==> src/rtl/sdram_arbiter.sv <==
// Shares one SDRAM controller port between the AVR data bus and the video scanout fetcher.
// Video has priority, bounded by a burst limit while the core waits; every access has a timeout.
module sdram_arbiter #(
    parameter int VID_BURST = 4,
    parameter int TIMEOUT   = 255
) (
    input  logic        clock,
    input  logic        reset_n,
    input  logic [15:0] cpu_address,
    input  logic        cpu_read,
    input  logic        cpu_we,
    input  logic [7:0]  cpu_data_o,
    output logic [7:0]  cpu_data_i,
    output logic        cpu_ce,
    input  logic        vid_req,
    input  logic [25:0] vid_address,
    output logic        vid_ack,
    output logic [7:0]  vid_data,
    output logic [25:0] mem_address,
    output logic        mem_read,
    output logic        mem_write,
    output logic [7:0]  mem_data_o,
    input  logic [7:0]  mem_data_i,
    input  logic        mem_ready,
    output logic        err_timeout
);

    typedef enum logic [1:0] {
        S_IDLE    = 2'd0,
        S_CPU_ACC = 2'd1,
        S_VID_ACC = 2'd2
    } state_t;

    typedef enum logic {
        GRANT_CPU = 1'b0,
        GRANT_VID = 1'b1
    } grant_t;

    localparam int            CW       = $clog2(VID_BURST + 1);
    localparam logic [CW-1:0] VID_MAX  = CW'(VID_BURST);
    localparam logic [7:0]    TMO_LAST = 8'(TIMEOUT - 1);

    state_t        state_q, state_d;
    grant_t        last_grant_q, last_grant_d;
    logic [CW-1:0] vid_cnt_q, vid_cnt_d;
    logic [7:0]    tmo_q, tmo_d;
    logic [25:0]   mem_address_q, mem_address_d;
    logic          mem_read_q, mem_read_d;
    logic          mem_write_q, mem_write_d;
    logic [7:0]    mem_data_o_q, mem_data_o_d;
    logic [7:0]    cpu_data_i_q, cpu_data_i_d;
    logic [7:0]    vid_data_q, vid_data_d;
    logic          cpu_done_q, cpu_done_d;
    logic          vid_ack_q, vid_ack_d;
    logic          err_timeout_q, err_timeout_d;

    logic cpu_req_s;
    logic cpu_req_new_s;
    logic vid_win_s;

    assign cpu_req_s     = cpu_read | cpu_we;
    // The core still shows its old request during the cpu_done cycle; it is not a new access.
    assign cpu_req_new_s = cpu_req_s & ~cpu_done_q;
    assign vid_win_s     = vid_req & (~cpu_req_s | (vid_cnt_q < VID_MAX));

    // Next-state and output-register computation for the access sequencer.
    always_comb begin
        state_d       = state_q;
        last_grant_d  = last_grant_q;
        vid_cnt_d     = vid_cnt_q;
        tmo_d         = tmo_q;
        mem_address_d = mem_address_q;
        mem_read_d    = mem_read_q;
        mem_write_d   = mem_write_q;
        mem_data_o_d  = mem_data_o_q;
        cpu_data_i_d  = cpu_data_i_q;
        vid_data_d    = vid_data_q;
        cpu_done_d    = 1'b0;
        vid_ack_d     = 1'b0;
        err_timeout_d = err_timeout_q;

        case (state_q)
            S_IDLE: begin
                tmo_d = 8'd0;
                if (vid_win_s) begin
                    state_d       = S_VID_ACC;
                    last_grant_d  = GRANT_VID;
                    mem_address_d = vid_address;
                    mem_read_d    = 1'b1;
                    mem_write_d   = 1'b0;
                    // Only grants that make the core wait count towards the burst limit.
                    if (cpu_req_s) begin
                        vid_cnt_d = vid_cnt_q + CW'(1);
                    end else begin
                        vid_cnt_d = {CW{1'b0}};
                    end
                end else if (cpu_req_new_s) begin
                    state_d       = S_CPU_ACC;
                    last_grant_d  = GRANT_CPU;
                    mem_address_d = {10'b0, cpu_address};
                    mem_data_o_d  = cpu_data_o;
                    mem_write_d   = cpu_we;
                    mem_read_d    = ~cpu_we;
                    vid_cnt_d     = {CW{1'b0}};
                end else if (!cpu_req_s) begin
                    vid_cnt_d = {CW{1'b0}};
                end else begin
                    vid_cnt_d = vid_cnt_q;
                end
            end

            S_CPU_ACC: begin
                tmo_d = tmo_q + 8'd1;
                if (mem_ready) begin
                    state_d     = S_IDLE;
                    mem_read_d  = 1'b0;
                    mem_write_d = 1'b0;
                    cpu_done_d  = 1'b1;
                    if (mem_read_q) begin
                        cpu_data_i_d = mem_data_i;
                    end else begin
                        cpu_data_i_d = cpu_data_i_q;
                    end
                end else if (tmo_q == TMO_LAST) begin
                    state_d       = S_IDLE;
                    mem_read_d    = 1'b0;
                    mem_write_d   = 1'b0;
                    cpu_done_d    = 1'b1;
                    err_timeout_d = 1'b1;
                    if (mem_read_q) begin
                        cpu_data_i_d = 8'hFF;
                    end else begin
                        cpu_data_i_d = cpu_data_i_q;
                    end
                end else begin
                    state_d = S_CPU_ACC;
                end
            end

            S_VID_ACC: begin
                tmo_d = tmo_q + 8'd1;
                if (mem_ready) begin
                    state_d    = S_IDLE;
                    mem_read_d = 1'b0;
                    vid_ack_d  = 1'b1;
                    vid_data_d = mem_data_i;
                end else if (tmo_q == TMO_LAST) begin
                    state_d       = S_IDLE;
                    mem_read_d    = 1'b0;
                    vid_ack_d     = 1'b1;
                    vid_data_d    = 8'hFF;
                    err_timeout_d = 1'b1;
                end else begin
                    state_d = S_VID_ACC;
                end
            end

            default: begin
                state_d     = S_IDLE;
                mem_read_d  = 1'b0;
                mem_write_d = 1'b0;
            end
        endcase
    end

    // State and output registers; reset returns everything to an idle, error-free port.
    always_ff @(posedge clock or negedge reset_n) begin
        if (!reset_n) begin
            state_q       <= S_IDLE;
            last_grant_q  <= GRANT_VID;
            vid_cnt_q     <= {CW{1'b0}};
            tmo_q         <= 8'd0;
            mem_address_q <= 26'd0;
            mem_read_q    <= 1'b0;
            mem_write_q   <= 1'b0;
            mem_data_o_q  <= 8'd0;
            cpu_data_i_q  <= 8'd0;
            vid_data_q    <= 8'd0;
            cpu_done_q    <= 1'b0;
            vid_ack_q     <= 1'b0;
            err_timeout_q <= 1'b0;
        end else begin
            state_q       <= state_d;
            last_grant_q  <= last_grant_d;
            vid_cnt_q     <= vid_cnt_d;
            tmo_q         <= tmo_d;
            mem_address_q <= mem_address_d;
            mem_read_q    <= mem_read_d;
            mem_write_q   <= mem_write_d;
            mem_data_o_q  <= mem_data_o_d;
            cpu_data_i_q  <= cpu_data_i_d;
            vid_data_q    <= vid_data_d;
            cpu_done_q    <= cpu_done_d;
            vid_ack_q     <= vid_ack_d;
            err_timeout_q <= err_timeout_d;
        end
    end

    assign cpu_ce      = ~cpu_req_s | cpu_done_q;
    assign cpu_data_i  = cpu_data_i_q;
    assign vid_ack     = vid_ack_q;
    assign vid_data    = vid_data_q;
    assign mem_address = mem_address_q;
    assign mem_read    = mem_read_q;
    assign mem_write   = mem_write_q;
    assign mem_data_o  = mem_data_o_q;
    assign err_timeout = err_timeout_q;

endmodule

==> config.mk <==
export PLATFORM = sky130hd
export DESIGN_NAME = sdram_arbiter
export DESIGN_NICKNAME = d
export VERILOG_FILES = /design/src/rtl/sdram_arbiter.sv
export SDC_FILE = /design/constraint.sdc
export NUM_CORES = 1
export LEC_CHECK = 0
export ABC_AREA = 1
export CAP_MARGIN = 40
export CORE_ASPECT_RATIO = 0.7
export CORE_MARGIN = 5
export CORE_UTILIZATION = 46
export CTS_BUF_LIST = sky130_fd_sc_hd__clkbuf_4
export DETAILED_ROUTE_END_ITERATION = 12
export PLACE_DENSITY_LB_ADDON = 0.08
export SLEW_MARGIN = 20
export SYNTH_ARGS = -nofsm -noshare
export SYNTH_HDL_FRONTEND = slang
export SYNTH_SLANG_ARGS = --single-unit
==> constraint.sdc <==
create_clock -name clock -period 1.6 [get_ports clock]
set_input_delay 0.24 -clock clock [delete_from_list [all_inputs] [get_ports clock]]
set_output_delay 0.24 -clock clock [all_outputs]
set_load 0.01 [all_outputs]
==> results, run 1 <==
- The critical path's top delay family is buffers and inverters.
- The first detailed-routing pass took 4 iterations.
- The worst setup path is captured at an output port.
- The worst setup path is launched from a flip-flop.
- The cell area after synthesis is 3290 sq um.
- In this run the standard cell core region covers 6850 sq um.
- For this configuration, the core starts out at a cell density of 48.1%.
- The share of the cycle needed by the critical path after routing is 96.1%.
- The detailed-route DRC error count is 0.
- The number of buffers added on ports is 118.
- The number of warnings issued by yosys is 0.
- Traced cell by cell, the critical path runs through clkdlybuf4s50_1.
- After technology mapping, the gate count stands at 391.
- The number of nets in the synthesized netlist is 462.
- In the final layout, the share of cells above drive strength 1 is 15.2%.
- The sum of overflow across all layers after global routing is 0.
- The slowest stage cell on the critical path is clkdlybuf4s50_1.
- Derived from the worst setup path, the maximum achievable clock frequency is 650 MHz.
- The number of diodes is 0.
- Global routing consumed, over all layers together, 19.4% of the routing resources.
- The via count of the first global-routing pass was 3020.
- The routed length per placed instance is 13.8 um.
- The count of placed standard cells in the final layout, fillers left out is 634.
- The count of pins on the block boundary is 119.
- The completed layout was analyzed and its total power is 7.94 mW.
- After clock tree synthesis, the clock-pin slew on the worst setup and hold paths is 0.11 ns.
- The static leakage is 2.83 nW.
- In the final design database the tool counted 607 nets.
- The CTS H-tree depth is 3.
- The tightest min-delay check is of the in -> async type.
- The floorplan step defined a die boundary enclosing 8980 sq um.
- TritonCTS built the clock tree.
- The layout overhead on the synthesized area is 51.2%.
- The number of placed instances, taps included is 614.
- The type of the worst setup path is reg -> out.
- The global-route wire length before repair is 13.9 mm.
- The number of clock buffers added by TritonCTS is 9.
- The total buffers and inverters traversed by the critical path is 1.
- The sequential-to-total area share from yosys stat is 51.7%.
- The total count of hold-check failures in the final report is 0.
- The pin count of the biggest net entering global routing is 69.
- STA puts the critical path data required time at 1.36 ns.
- The vertical extent of the die is 80.8 um.
- After synthesis, the mean cell area works out to 8.43 sq um.
- The number of flops mapped to enable cells by yosys is 0.
- Summed over all nets, the half-perimeter wirelength after detailed placement is 6.44 mm.
- The die is 111 um wide.
- The first routing iteration left 119 violations.
- The clock net in this run drives a total of 68 sinks.
- The cell area after layout is 4980 sq um.
- The worst max-slew margin expressed relative to the limit is 76.3%.
- The buffer levels on the longest clock path is 2.
- The worst IR drop on VDD is 764 uV.
- The fraction of synthesis flops using an asynchronous set or reset pin is 100%.
- Summing all placed instances gives a cell area of 4730 sq um.
- The netlist uses 25 different library cells.
- The run finished with clean final reports.
- The power density relative to cell area is 1590 nW/um^2.
- The initial antenna violation count came to 0.
- Among all flip-flop cells after synthesis, the most frequent one is dfrtp_1.
- The root buffer cell is clkbuf_4.
- The floorplan row count is 25.
- The number of max-cap violations is 0.
- For the pin with the worst max-slew slack, the measured transition is 0.356 ns.
- The later pin in the worst-skew pair is clocked with a latency of 0.41 ns.
- On the final layout, the worst clock skew is 0.0218 ns.
- The count of state elements after synthesis is 68.
- The post-detailed-route via-to-cell ratio is 4.87.
- The routed layout has 3087 vias.
- The arrival time of data at the critical path endpoint is 1.30 ns.
- The number of max-slew violations in the final report is 0.
- Routability-driven placement finished with a final weighted congestion of 0.828.
- The final layout contains routed wiring with a total length of 8.72 mm.
- Setup repair after global routing left no endpoint under its margin.
- The residual antenna-violating net count after detailed routing is 0.
- Setup violations remaining at the end of the flow were counted as 0.
- The largest single stage delay on the critical path is 0.55 ns.
- In this run the worst path has a maximum fanout of 2.
- After layout, the minimum clock period comes to 1.54 ns.
## cells in the final DEF, fill, tap and decap left out
master | netlist | final
a21boi_0 | 1 | 1
a21oi_1 | 4 | 4
buf_12 | 0 | 4
buf_2 | 6 | 1
buf_4 | 3 | 25
bufinv_16 | 0 | 2
clkbuf_4 | 0 | 9
clkdlybuf4s15_1 | 0 | 1
clkdlybuf4s50_1 | 0 | 67
clkinv_1 | 0 | 2
clkinv_2 | 0 | 1
clkinvlp_4 | 0 | 1
dfrtp_1 | 68 | 68
dlygate4sd2_1 | 0 | 19
dlygate4sd3_1 | 0 | 1
dlymetal6s2s_1 | 0 | 30
ha_1 | 7 | 6
ha_2 | 0 | 1
inv_1 | 19 | 19
inv_2 | 1 | 1
nand2_1 | 162 | 162
nand2_2 | 6 | 6
nand2_4 | 5 | 5
nand3_1 | 45 | 45
nand3_2 | 1 | 1
nand3_4 | 1 | 2
nand4_1 | 3 | 3
nor2_1 | 20 | 19
nor2_2 | 3 | 4
nor2_4 | 1 | 1
nor3_1 | 2 | 2
o21ai_0 | 7 | 7
o21ai_2 | 18 | 18
o21bai_1 | 1 | 1
xnor2_1 | 1 | 1
## per-stage QoR
stage	hold slack, ns	setup WS [ns]	util (%)	TNS [ns]
2_1_floorplan	-0.0556	0.161	-	0
6_report	0.366	0.0623	72.7	0
3_3_place_gp	0.286	-0.101	69.0	-0.101
3_5_place_dp	0.287	-0.123	69.0	-0.627
5_1_grt	0.326	0.000966	72.7	0
4_1_cts	0.334	0.00334	71.1	0
## path summary, 6_finish.rpt
path / from / end / slack, ns / depth (start not counted)
min in group clock: vid_address[24] / mem_address[24] / 0.37 / 3
max in group asynchronous: reset_n / mem_address[12] / 0.94 / 3
min: reset_n / cpu_data_i[7] / 0.37 / 3
min reg2reg: mem_data_o[1] / mem_data_o[1] / 0.48 / 2
max: mem_address[6] / mem_address[6] / 0.06 / 1
max reg2reg: state_q[0] / mem_address[6] / 0.13 / 7
## cells by family (layout without fill, tap and decap cells)
family	after synthesis	count (layout)	synth area share, %
AND/OR/NAND/NOR	249	250	33.0
flip-flops	68	68	51.7
buffers and inverters	35	183	5.47
AO/OA/AOI/OAI	31	31	6.91
adder cells (fa/ha/maj)	7	7	2.66
XOR/XNOR	1	1	0.266
## area by class of cell
type | instances | area [sq um]
tap | 94 | 118
clock buffer | 9 | 67.6
fill | 549 | 1870
inverter | 20 | 75.1
clock inverter | 6 | 80.1
multi-input combinational | 289 | 1440
timing repair buffer | 148 | 1510
sequential | 68 | 1700
## repair_timing
item / CTS / global route
gates resized for setup: 20 / 34
pin swaps: 0 / 1
gates cloned: 0 / 1
hold buffers: 1 / 0
endpoints found under the hold margin: 68 / 0
endpoints found under the setup margin: 21 / 39
buffers inserted: 1 / 2
## worst min-delay path: cells and delay by family
family	cells	cell delay (ns)
buf+inv	3	0.94
## power by group
| part | switching [mW] | internal [mW] | total [mW] |
|---|---|---|---|
| clock | 0.581 | 0.613 | 1.19 |
| combinational | 2.04 | 1.86 | 3.91 |
| sequential | 0.412 | 2.43 | 2.84 |
| total | 3.03 | 4.91 | 7.94 |
## cell usage after synthesis, types with 2 or more instances
| cell type | count | area share (%) |
|---|---|---|
| a21oi_1 | 4 | 0.61 |
| buf_2 | 6 | 0.91 |
| buf_4 | 3 | 0.68 |
| buf_6 | 4 | 1.4 |
| clkbuf_1 | 2 | 0.23 |
| dfrtp_1 | 68 | 52 |
| ha_1 | 7 | 2.7 |
| inv_1 | 19 | 2.2 |
| nand2_1 | 162 | 18 |
| nand2_2 | 6 | 1.1 |
| nand2_4 | 5 | 1.7 |
| nand3_1 | 45 | 6.8 |
| nand4_1 | 3 | 0.57 |
| nor2_1 | 20 | 2.3 |
| nor2_2 | 3 | 0.57 |
| nor3_1 | 2 | 0.30 |
| o21ai_0 | 7 | 1.1 |
| o21ai_2 | 18 | 4.8 |
## state kept, by name, indices dropped and copies added, names as in the netlist
register     flops
mem_address     26
cpu_done_q       1
vid_cnt_q        3
tmo_q            8
mem_data_o       8
cpu_data_i       8
mem_write        1
vid_data         8
state_q          2
mem_read         1
vid_ack          1
err_timeout      1
## routing by layer
| layer | vias to the layer above | wire length (um) | global-route usage, % | share of wire, % |
|---|---|---|---|---|
| met5 | - | 0 | 0 | 0 |
| met4 | 0 | 43 | 5.95 | 0.49 |
| met3 | 4 | 750 | 9.08 | 8.6 |
| met2 | 103 | 4050 | 29.9 | 46 |
| met1 | 1436 | 3880 | 24.7 | 45 |
| li1 | 1544 | - | - | - |
No activity file was read; power rests on OpenSTA's default activity.
==> run 2: changes to the inputs <==
--- a/config.mk
+++ b/config.mk
@@ -11,8 +11,10 @@
 export CORE_MARGIN = 5
 export CORE_UTILIZATION = 46
 export CTS_BUF_LIST = sky130_fd_sc_hd__clkbuf_4
+export CTS_CLUSTER_DIAMETER = 200
 export DETAILED_ROUTE_END_ITERATION = 12
 export PLACE_DENSITY_LB_ADDON = 0.08
+export SKIP_LAST_GASP = 1
 export SLEW_MARGIN = 20
 export SYNTH_ARGS = -nofsm -noshare
 export SYNTH_HDL_FRONTEND = slang
==> results of run 2 <==
The final DEF is identical to that of run 1; final timing and power are the same.
